File: src/rtl/paged_seg_display.sv
// Paged 7-segment display driver: a debounced button selects one of CHANNELS 16-bit values.
// The selected value is shown in decimal on digits 0..4, and the page index is shown in hex on the top digit.
module paged_seg_display #(
  parameter int DIGITS       = 8,
  parameter int CHANNELS     = 6,
  parameter int REFRESH_DIV  = 100000,
  parameter int DEBOUNCE_CYC = 1000000
) (
  input  logic                        clk,
  input  logic                        rst,
  input  logic                        BTNU,
  input  logic [16*CHANNELS-1:0]      vals,
  output logic [DIGITS-1:0]           AN,
  output logic [6:0]                  led,
  output logic [$clog2(CHANNELS)-1:0] page
);

  localparam int PW    = $clog2(CHANNELS);
  localparam int RW    = $clog2(REFRESH_DIV);
  localparam int DW    = $clog2(DEBOUNCE_CYC);
  localparam int IW    = $clog2(DIGITS);
  localparam int NSLOT = 1 << IW;

  typedef enum logic [1:0] {IDLE, SHIFT, LOAD} conv_state_t;

  function automatic logic [6:0] hex7(input logic [3:0] v);
    logic [6:0] s;
    case (v)
      4'h0: s = 7'h40;  4'h1: s = 7'h79;  4'h2: s = 7'h24;  4'h3: s = 7'h30;
      4'h4: s = 7'h19;  4'h5: s = 7'h12;  4'h6: s = 7'h02;  4'h7: s = 7'h78;
      4'h8: s = 7'h00;  4'h9: s = 7'h10;  4'hA: s = 7'h08;  4'hB: s = 7'h03;
      4'hC: s = 7'h46;  4'hD: s = 7'h21;  4'hE: s = 7'h06;  default: s = 7'h0E;
    endcase
    return s;
  endfunction

  // Button path
  logic          btn_meta_reg, btn_sync_reg, btn_last_reg;
  logic          btn_deb_reg, btn_deb_prev_reg, armed_reg;
  logic [DW-1:0] deb_cnt_reg;
  logic          stable;
  logic          adv;
  logic [PW-1:0] page_reg;

  assign stable = (deb_cnt_reg == DW'(DEBOUNCE_CYC - 1));
  // The debounced level has to be seen low at least once after reset before a rise counts.
  // As a result, a press that is held across reset is ignored.
  assign adv    = btn_deb_reg & ~btn_deb_prev_reg & armed_reg;
  assign page   = page_reg;

  always_ff @(posedge clk) begin
    if (rst) begin
      btn_meta_reg     <= 1'b0;
      btn_sync_reg     <= 1'b0;
      btn_last_reg     <= 1'b0;
      btn_deb_reg      <= 1'b0;
      btn_deb_prev_reg <= 1'b0;
      armed_reg        <= 1'b0;
      deb_cnt_reg      <= '0;
      page_reg         <= '0;
    end else begin
      btn_meta_reg     <= BTNU;
      btn_sync_reg     <= btn_meta_reg;
      btn_last_reg     <= btn_sync_reg;
      btn_deb_prev_reg <= btn_deb_reg;
      if (btn_sync_reg != btn_last_reg)
        deb_cnt_reg <= '0;
      else if (!stable)
        deb_cnt_reg <= deb_cnt_reg + 1'b1;
      if (stable) begin
        btn_deb_reg <= btn_last_reg;
        if (!btn_last_reg)
          armed_reg <= 1'b1;
      end
      if (adv)
        page_reg <= (page_reg == PW'(CHANNELS - 1)) ? '0 : page_reg + 1'b1;
    end
  end

  // Binary-to-BCD converter
  logic [15:0]  chan [CHANNELS];
  conv_state_t  state_reg;
  logic [15:0]  shift_reg;
  logic [19:0]  bcd_reg;
  logic [19:0]  bcd_adj;
  logic [3:0]   step_reg;
  logic [19:0]  disp_reg;

  for (genvar gi = 0; gi < CHANNELS; gi++) begin : g_chan
    assign chan[gi] = vals[16*gi +: 16];
  end

  for (genvar gi = 0; gi < 5; gi++) begin : g_adj
    assign bcd_adj[4*gi +: 4] = (bcd_reg[4*gi +: 4] >= 4'd5) ? bcd_reg[4*gi +: 4] + 4'd3
                                                              : bcd_reg[4*gi +: 4];
  end

  always_ff @(posedge clk) begin
    if (rst) begin
      state_reg <= IDLE;
      shift_reg <= '0;
      bcd_reg   <= '0;
      step_reg  <= '0;
      disp_reg  <= '0;
    end else begin
      case (state_reg)
        IDLE: begin
          shift_reg <= chan[page_reg];
          bcd_reg   <= '0;
          step_reg  <= '0;
          state_reg <= SHIFT;
        end
        SHIFT: begin
          // A page change here leaves a stale half-converted value; drop it and restart.
          if (adv) begin
            state_reg <= IDLE;
          end else begin
            {bcd_reg, shift_reg} <= {bcd_adj, shift_reg} << 1;
            step_reg <= step_reg + 1'b1;
            if (step_reg == 4'd15)
              state_reg <= LOAD;
          end
        end
        LOAD: begin
          disp_reg  <= bcd_reg;
          state_reg <= IDLE;
        end
        default: state_reg <= IDLE;
      endcase
    end
  end

  // Digit multiplexing
  logic [RW-1:0] ref_cnt_reg;
  logic [IW-1:0] digit_idx_reg;
  logic [3:0]    slot_nib   [NSLOT];
  logic          slot_blank [NSLOT];
  logic [6:0]    seg_next;

  for (genvar gi = 0; gi < NSLOT; gi++) begin : g_slot
    if (gi == 0) begin : g_ones
      assign slot_nib[gi]   = disp_reg[3:0];
      assign slot_blank[gi] = 1'b0;
    end else if (gi < 5) begin : g_bcd
      assign slot_nib[gi]   = disp_reg[4*gi +: 4];
      assign slot_blank[gi] = (disp_reg[19:4*gi] == '0);
    end else begin : g_empty
      assign slot_nib[gi]   = 4'h0;
      assign slot_blank[gi] = 1'b1;
    end
  end

  always_comb begin
    seg_next = 7'h7F;
    if (digit_idx_reg == IW'(DIGITS - 1))
      seg_next = hex7(4'(page_reg));
    else if (!slot_blank[digit_idx_reg])
      seg_next = hex7(slot_nib[digit_idx_reg]);
  end

  always_ff @(posedge clk) begin
    if (rst) begin
      ref_cnt_reg   <= '0;
      digit_idx_reg <= '0;
      AN            <= '1;
      led           <= 7'h7F;
    end else begin
      AN  <= ~(DIGITS'(1) << digit_idx_reg);
      led <= seg_next;
      if (ref_cnt_reg == RW'(REFRESH_DIV - 1)) begin
        ref_cnt_reg   <= '0;
        digit_idx_reg <= (digit_idx_reg == IW'(DIGITS - 1)) ? '0 : digit_idx_reg + 1'b1;
      end else begin
        ref_cnt_reg <= ref_cnt_reg + 1'b1;
      end
    end
  end

endmodule
File: config.mk
export PLATFORM = sky130hd
export DESIGN_NAME = paged_seg_display
export DESIGN_NICKNAME = d
export VERILOG_FILES = /design/src/rtl/paged_seg_display.sv
export SDC_FILE = /design/constraint.sdc
export NUM_CORES = 1
export LEC_CHECK = 0
export ABC_AREA = 1
export CORE_ASPECT_RATIO = 0.6
export CORE_MARGIN = 2
export CORE_UTILIZATION = 50
export CTS_BUF_LIST = sky130_fd_sc_hd__clkbuf_4
export CTS_CLUSTER_SIZE = 30
export DETAILED_ROUTE_END_ITERATION = 12
export GPL_TIMING_DRIVEN = 0
export HOLD_SLACK_MARGIN = 0.1
export MAX_ROUTING_LAYER = met4
export PLACE_DENSITY = 0.76
export SLEW_MARGIN = 25
export SYNTH_ARGS = -nofsm -noshare
export SYNTH_HDL_FRONTEND = slang
export SYNTH_SLANG_ARGS = --single-unit
File: constraint.sdc
create_clock -name clk -period 5.4 [get_ports clk]
set_input_delay 0.54 -clock clk [delete_from_list [all_inputs] [get_ports clk]]
set_output_delay 0.54 -clock clk [all_outputs]
set_load 0.005 [all_outputs]
### Yosys cells after proc, flatten, opt, wreduce, memory -nomap -nowiden

Memories as Yosys holds them, arrays and structs flattened. A register that Yosys moved wholly into a read port is not among the register bits.
Cells that the tools add are included.

* eq/ne operators: 10
* shift-type cells: 1
* mux-type cells: 29
* magnitude comparators: 7
* reduce and logical (&&, ||, !) cells: 10
* bitwise operators: 7
* add/sub/neg operators: 10

Operator list (number)
* 16-bit binary-select mux with 3-bit select: 1
* 16-bit two-way mux: 3
* 20-bit one-hot mux with 2 select lines: 1
* 16-bit one-hot mux with 2 select lines: 1
* 4-bit two-way mux: 7
* 20-bit by 1-bit adder with 20-bit output (second input constant): 1
* 20-bit equality test (second input constant): 1
* 4-bit by 3-bit greater-or-equal comparator with 1-bit output (second input constant): 5
* 20-bit two-way mux: 1
* 17-bit by 1-bit adder with 17-bit output (second input constant): 1
* 17-bit equality test (second input constant): 1
* 4-bit by 2-bit adder with 4-bit output (second input constant): 4
* 16-bit zero test: 1
* 3-bit two-way mux: 5
* 7-bit two-way mux: 2
* 4-bit binary-select mux with 3-bit select: 1
* 12-bit zero test: 1
* 4-bit greater-or-equal comparator (second input constant): 2
* 8-bit zero test: 1
* 3-bit inverter with 4-bit output: 2
* 8-bit inverter: 1
* 4-bit one-hot mux with 2 select lines: 1
* 1-bit by 3-bit << shifter with 8-bit output (first input constant): 1
* 3-bit by 1-bit adder with 3-bit output (second input constant): 2
* 20 further kinds: 27

* memories kept: 2
* ROM bits: 168
* input bits: 99
* logic and storage cells: 93
* register bits: 126
* output and inout bits: 18

Memories
* (no name shown): depth 16, bits a word 7, rd ports 1, clocked after memory_dff 0, write ports 0, line 28 `case (v)`
* (no name shown): depth 8, bits a word 7, rd ports 1, clocked after memory_dff 1, write ports 0, line 28

### Longest topological paths before layout

An unclocked memory read counts as a cell.

* depth in word-level cells: 7
* mapped depth: 14
* gate-level depth less buffers: 13

### Worst setup path after synthesis

Ideal clock, no wire load.

* kind: reg2reg
* start point: register digit_idx_reg[0]
* end point: register led[3]
* stages on the path, launching flop included: 15
* clock period less this slack: 1714 ps
* setup slack: 3686 ps
* arrival: 1605 ps
* path buffers: 1
* setup time: 109 ps
* required time: 5291 ps
* cells stage by stage: dfxtp_1 -> buf_4 -> nor2_4 -> nand2_2 -> inv_2 -> nand2_1 -> nand2_1 -> inv_1 -> ha_1 -> inv_1 -> nand3_1 -> nand3_1 -> nand3_1 -> nand2_1 -> inv_1

* word-level cells in the longest chain between the ends: 7
* elaborated cells between the ends (all ways): 11
* classes of those cells: eq/ne: 1; mux: 8; bitwise: 1; memory: 1

Ends and longest elaborated chain
* start: declaration: line 135 `logic [IW-1:0] digit_idx_reg;`
* start signal: assignment: line 172 `digit_idx_reg <= (digit_idx_reg == IW'(DIGITS - 1)) ? '0 : digit_idx_reg + 1'b1;`
* 3-bit inverter with 4-bit output (implied by the code): line 157, 158
* 4-bit binary-select mux with 3-bit select: line 158 `seg_next = hex7(slot_nib[digit_idx_reg]);`
* 4-bit two-way mux (implied by the code) (2 in series): line 158
* memory 16 x 7 bit
* 7-bit two-way mux: line 157 `else if (!slot_blank[digit_idx_reg])`
* 7-bit two-way mux *: line 155 `if (digit_idx_reg == IW'(DIGITS - 1))`
* end signal: assignment: line 169 `led <= seg_next;`
* end: declaration: line 14 `output logic [6:0] led,`

Every way passes the cells marked *; elsewhere a longest branch is shown, timed or not. The select of a mux whose other input is x is not followed.
A chain may end at the register's enable or synchronous reset.

### Final worst setup path

* start point: register digit_idx_reg[1]
* end point: register led[3]

Same word-level chain as after synthesis.

==> results.txt <==
Clock Latency Late Sink -> 0.53 ns
run status -> completed
Syn Nets -> 1129
CTS tree -> yes
Top FF cell, synth -> dfxtp_1
total number of vias -> 7114
area of the mapped netlist -> 7130 µm²
Min-Delay Path Depth -> 2
post-synthesis average cell area -> 7.13 µm²
worst hold path startpoint -> btn_meta_reg
CORE AREA -> 13800 µm²
setup_tns -> 0 ns
Final Hold Viols -> 0
post-synthesis cell count -> 1000
Worst-path clk slew -> 0.12 ns
fin cells -> 1339
total I/O pin count -> 117
async set or reset register ratio after synthesis -> 0%
Final Setup Violations -> 0
FF-to-FF Start -> digit_idx_reg[1]
Overflow after GRT -> 0
initial antenna violation count -> 0
Cell variety after synth -> 45
placed instance count -> 1308
row cnt -> 33
DRT iter0 DRCs -> 542
hold endpoint -> btn_sync_reg
MaxCap Viol Count -> 0
Layout Utilization -> 64.0%
Vias/cell -> 5.31
initial core utilization -> 51.7%
RSZ-0062 raised after global routing -> no
Area growth, synth to finish -> 23.8%
Crit. End Element -> register
die width -> 158 µm
final period utilization -> 40.3%
vias in the first global route -> 6344
Clock Sinks -> 133
Final nets -> 1264
Synth warnings -> 0
wire length per cell -> 14.0 µm
Max Clock Freq -> 460 MHz
P per Cell Area -> 218 nW/µm²
top cells by area, synth -> dfxtp_1 (37%), nand2_1 (7.1%), nor2_1 (6.3%)
full die area -> 15300 µm²
Detailed Route WL -> 18.7 mm
hpwl dp -> 14.4 mm
Antenna Violating Nets Remaining -> 0
max-slew violations -> 0
worst slew pin tran -> 0.611 ns
Worst Path Required -> 5.84 ns
share of layout cells above drive strength 1 -> 10.6%
Overall Global Routing Usage -> 26.3%
postcts setup bufs -> 0
dpl cell area -> 8530 µm²
fillers -> 1309
# DRC -> 0
post-cts resize count -> 0
CTS max path bufs -> 2
clk root buf -> clkbuf_4
register area share after synthesis -> 37.4%
cell leakage power -> 3.42 nW
Worst Skew -> 0.0200 ns
first-pass GRT wire length -> 31.0 mm
cts bufs inserted -> 17
kind of critical path -> register to register
Placer Congestion -> 0.933
R2R cell count -> 13
Seq cells post-synth -> 133
Synth area leader -> dfxtp_1
maximum number of pins on one net before global-route repair -> 17
Die H -> 96.5 µm
Hold Crit Class -> register to register
crit path max fanout -> 8
H-tree Lvls -> 4
final worst path period need -> 2.17 ns
Rel. slew slack -> 59.3%
cts hold-fix bufs -> 0
detailed-router iteration count before antenna repair -> 6
peak supply drop -> 0.126 mV
EDFF count, synth -> 0
R2R setup slack -> 3.23 ns
CP arrival -> 2.61 ns
post-synth top area share -> 37.4%
Ant. Diodes -> 0
Post-synth top cells -> nand2_1 (134), dfxtp_1 (133), nor2_1 (119)
cell area after layout -> 8820 µm²
count leader, synth -> nand2_1
worst reg2reg path endpoint -> led[3]
port bufs -> 116
CP Launch Type -> register
-- critical path, cell delays in order, from the launching register on --
cell     delay (ns)
dfxtp_1        0.40
buf_2          0.24
inv_2          0.13
nand3_1        0.17
nand3_1        0.12
nand2_1        0.22
inv_1          0.14
ha_1           0.24
inv_1          0.08
nand3_1        0.08
nand3_1        0.09
nand3_1        0.08
nand2_1        0.07
inv_1          0.03
-- where the power goes --
group,total [mW],internal [mW],switching [mW]
Sequential,1.02,1.01,0.0132
Clock,0.702,0.322,0.380
Combinational,0.199,0.107,0.0922
Total,1.92,1.43,0.486
-- stage by stage --
step	worst slack (ns)	hold WS [ns]	total power, mW
final	3.23	0.416	1.92
after global placement	2.85	0.390	1.23
after detailed placement	2.85	0.400	1.24
after floorplan	3.69	0.388	1.13
after CTS	3.27	0.416	1.92
after global routing	3.17	0.470	2.00
-- layer usage --
metal | global-route usage, % | routed length [µm] | vias to the layer above
met5 | - | 0 | -
met4 | 6.01 | 200 | 0
met3 | 5.66 | 1300 | 22
met2 | 36.3 | 7310 | 249
met1 | 38.8 | 9890 | 3236
li1 | - | - | 3607
-- how the worst max path moves through the flow --
stage	slack [ns]	to	cells after the start	from
global route	3.17	led[3]	13	digit_idx_reg[1]
CTS	3.27	page[0]	1	page[0]
detailed placement	2.85	register	7	rst
finish	3.23	led[3]	13	digit_idx_reg[1]
global placement	2.85	register	7	rst
floorplan	3.69	led[3]	14	digit_idx_reg[0]
-- layout make-up --
type	count	area (µm²)	area share [%]
Clock buffer	18	135	1.53
Tap cell	192	240	2.72
Buffer	40	201	2.28
Multi-Input combinational cell	710	3820	43.3
Inverter	117	440	4.99
Sequential cell	133	2660	30.2
Timing Repair Buffer	116	1160	13.2
Clock inverter	13	158	1.79
-- cells by family after synthesis --
kind of cell | after synthesis | synth area share (%)
XOR/XNOR | 10 | 1.23
AND/OR/NAND/NOR | 397 | 25.9
adder cells (fa/ha/maj) | 30 | 5.27
AO/OA/AOI/OAI | 273 | 21.3
buffers and inverters | 157 | 9.01
flip-flops | 133 | 37.4
-- placed cells by master, fill, tap and decap left out, drive strengths merged, types with 4 or more instances in the layout --
cell type,instances
inv,115
buf,22
nand4,8
nor2,128
clkbuf,36
ha,30
o21ai,153
o32ai,12
xor2,7
a21oi,83
clkinv,9
nand3,70
nor4,5
nand2,147
o21a,16
clkdlybuf4s50,116
nor3,22
or2,13
a31oi,4
dfxtp,133
(Power assumes the default switching activity.)
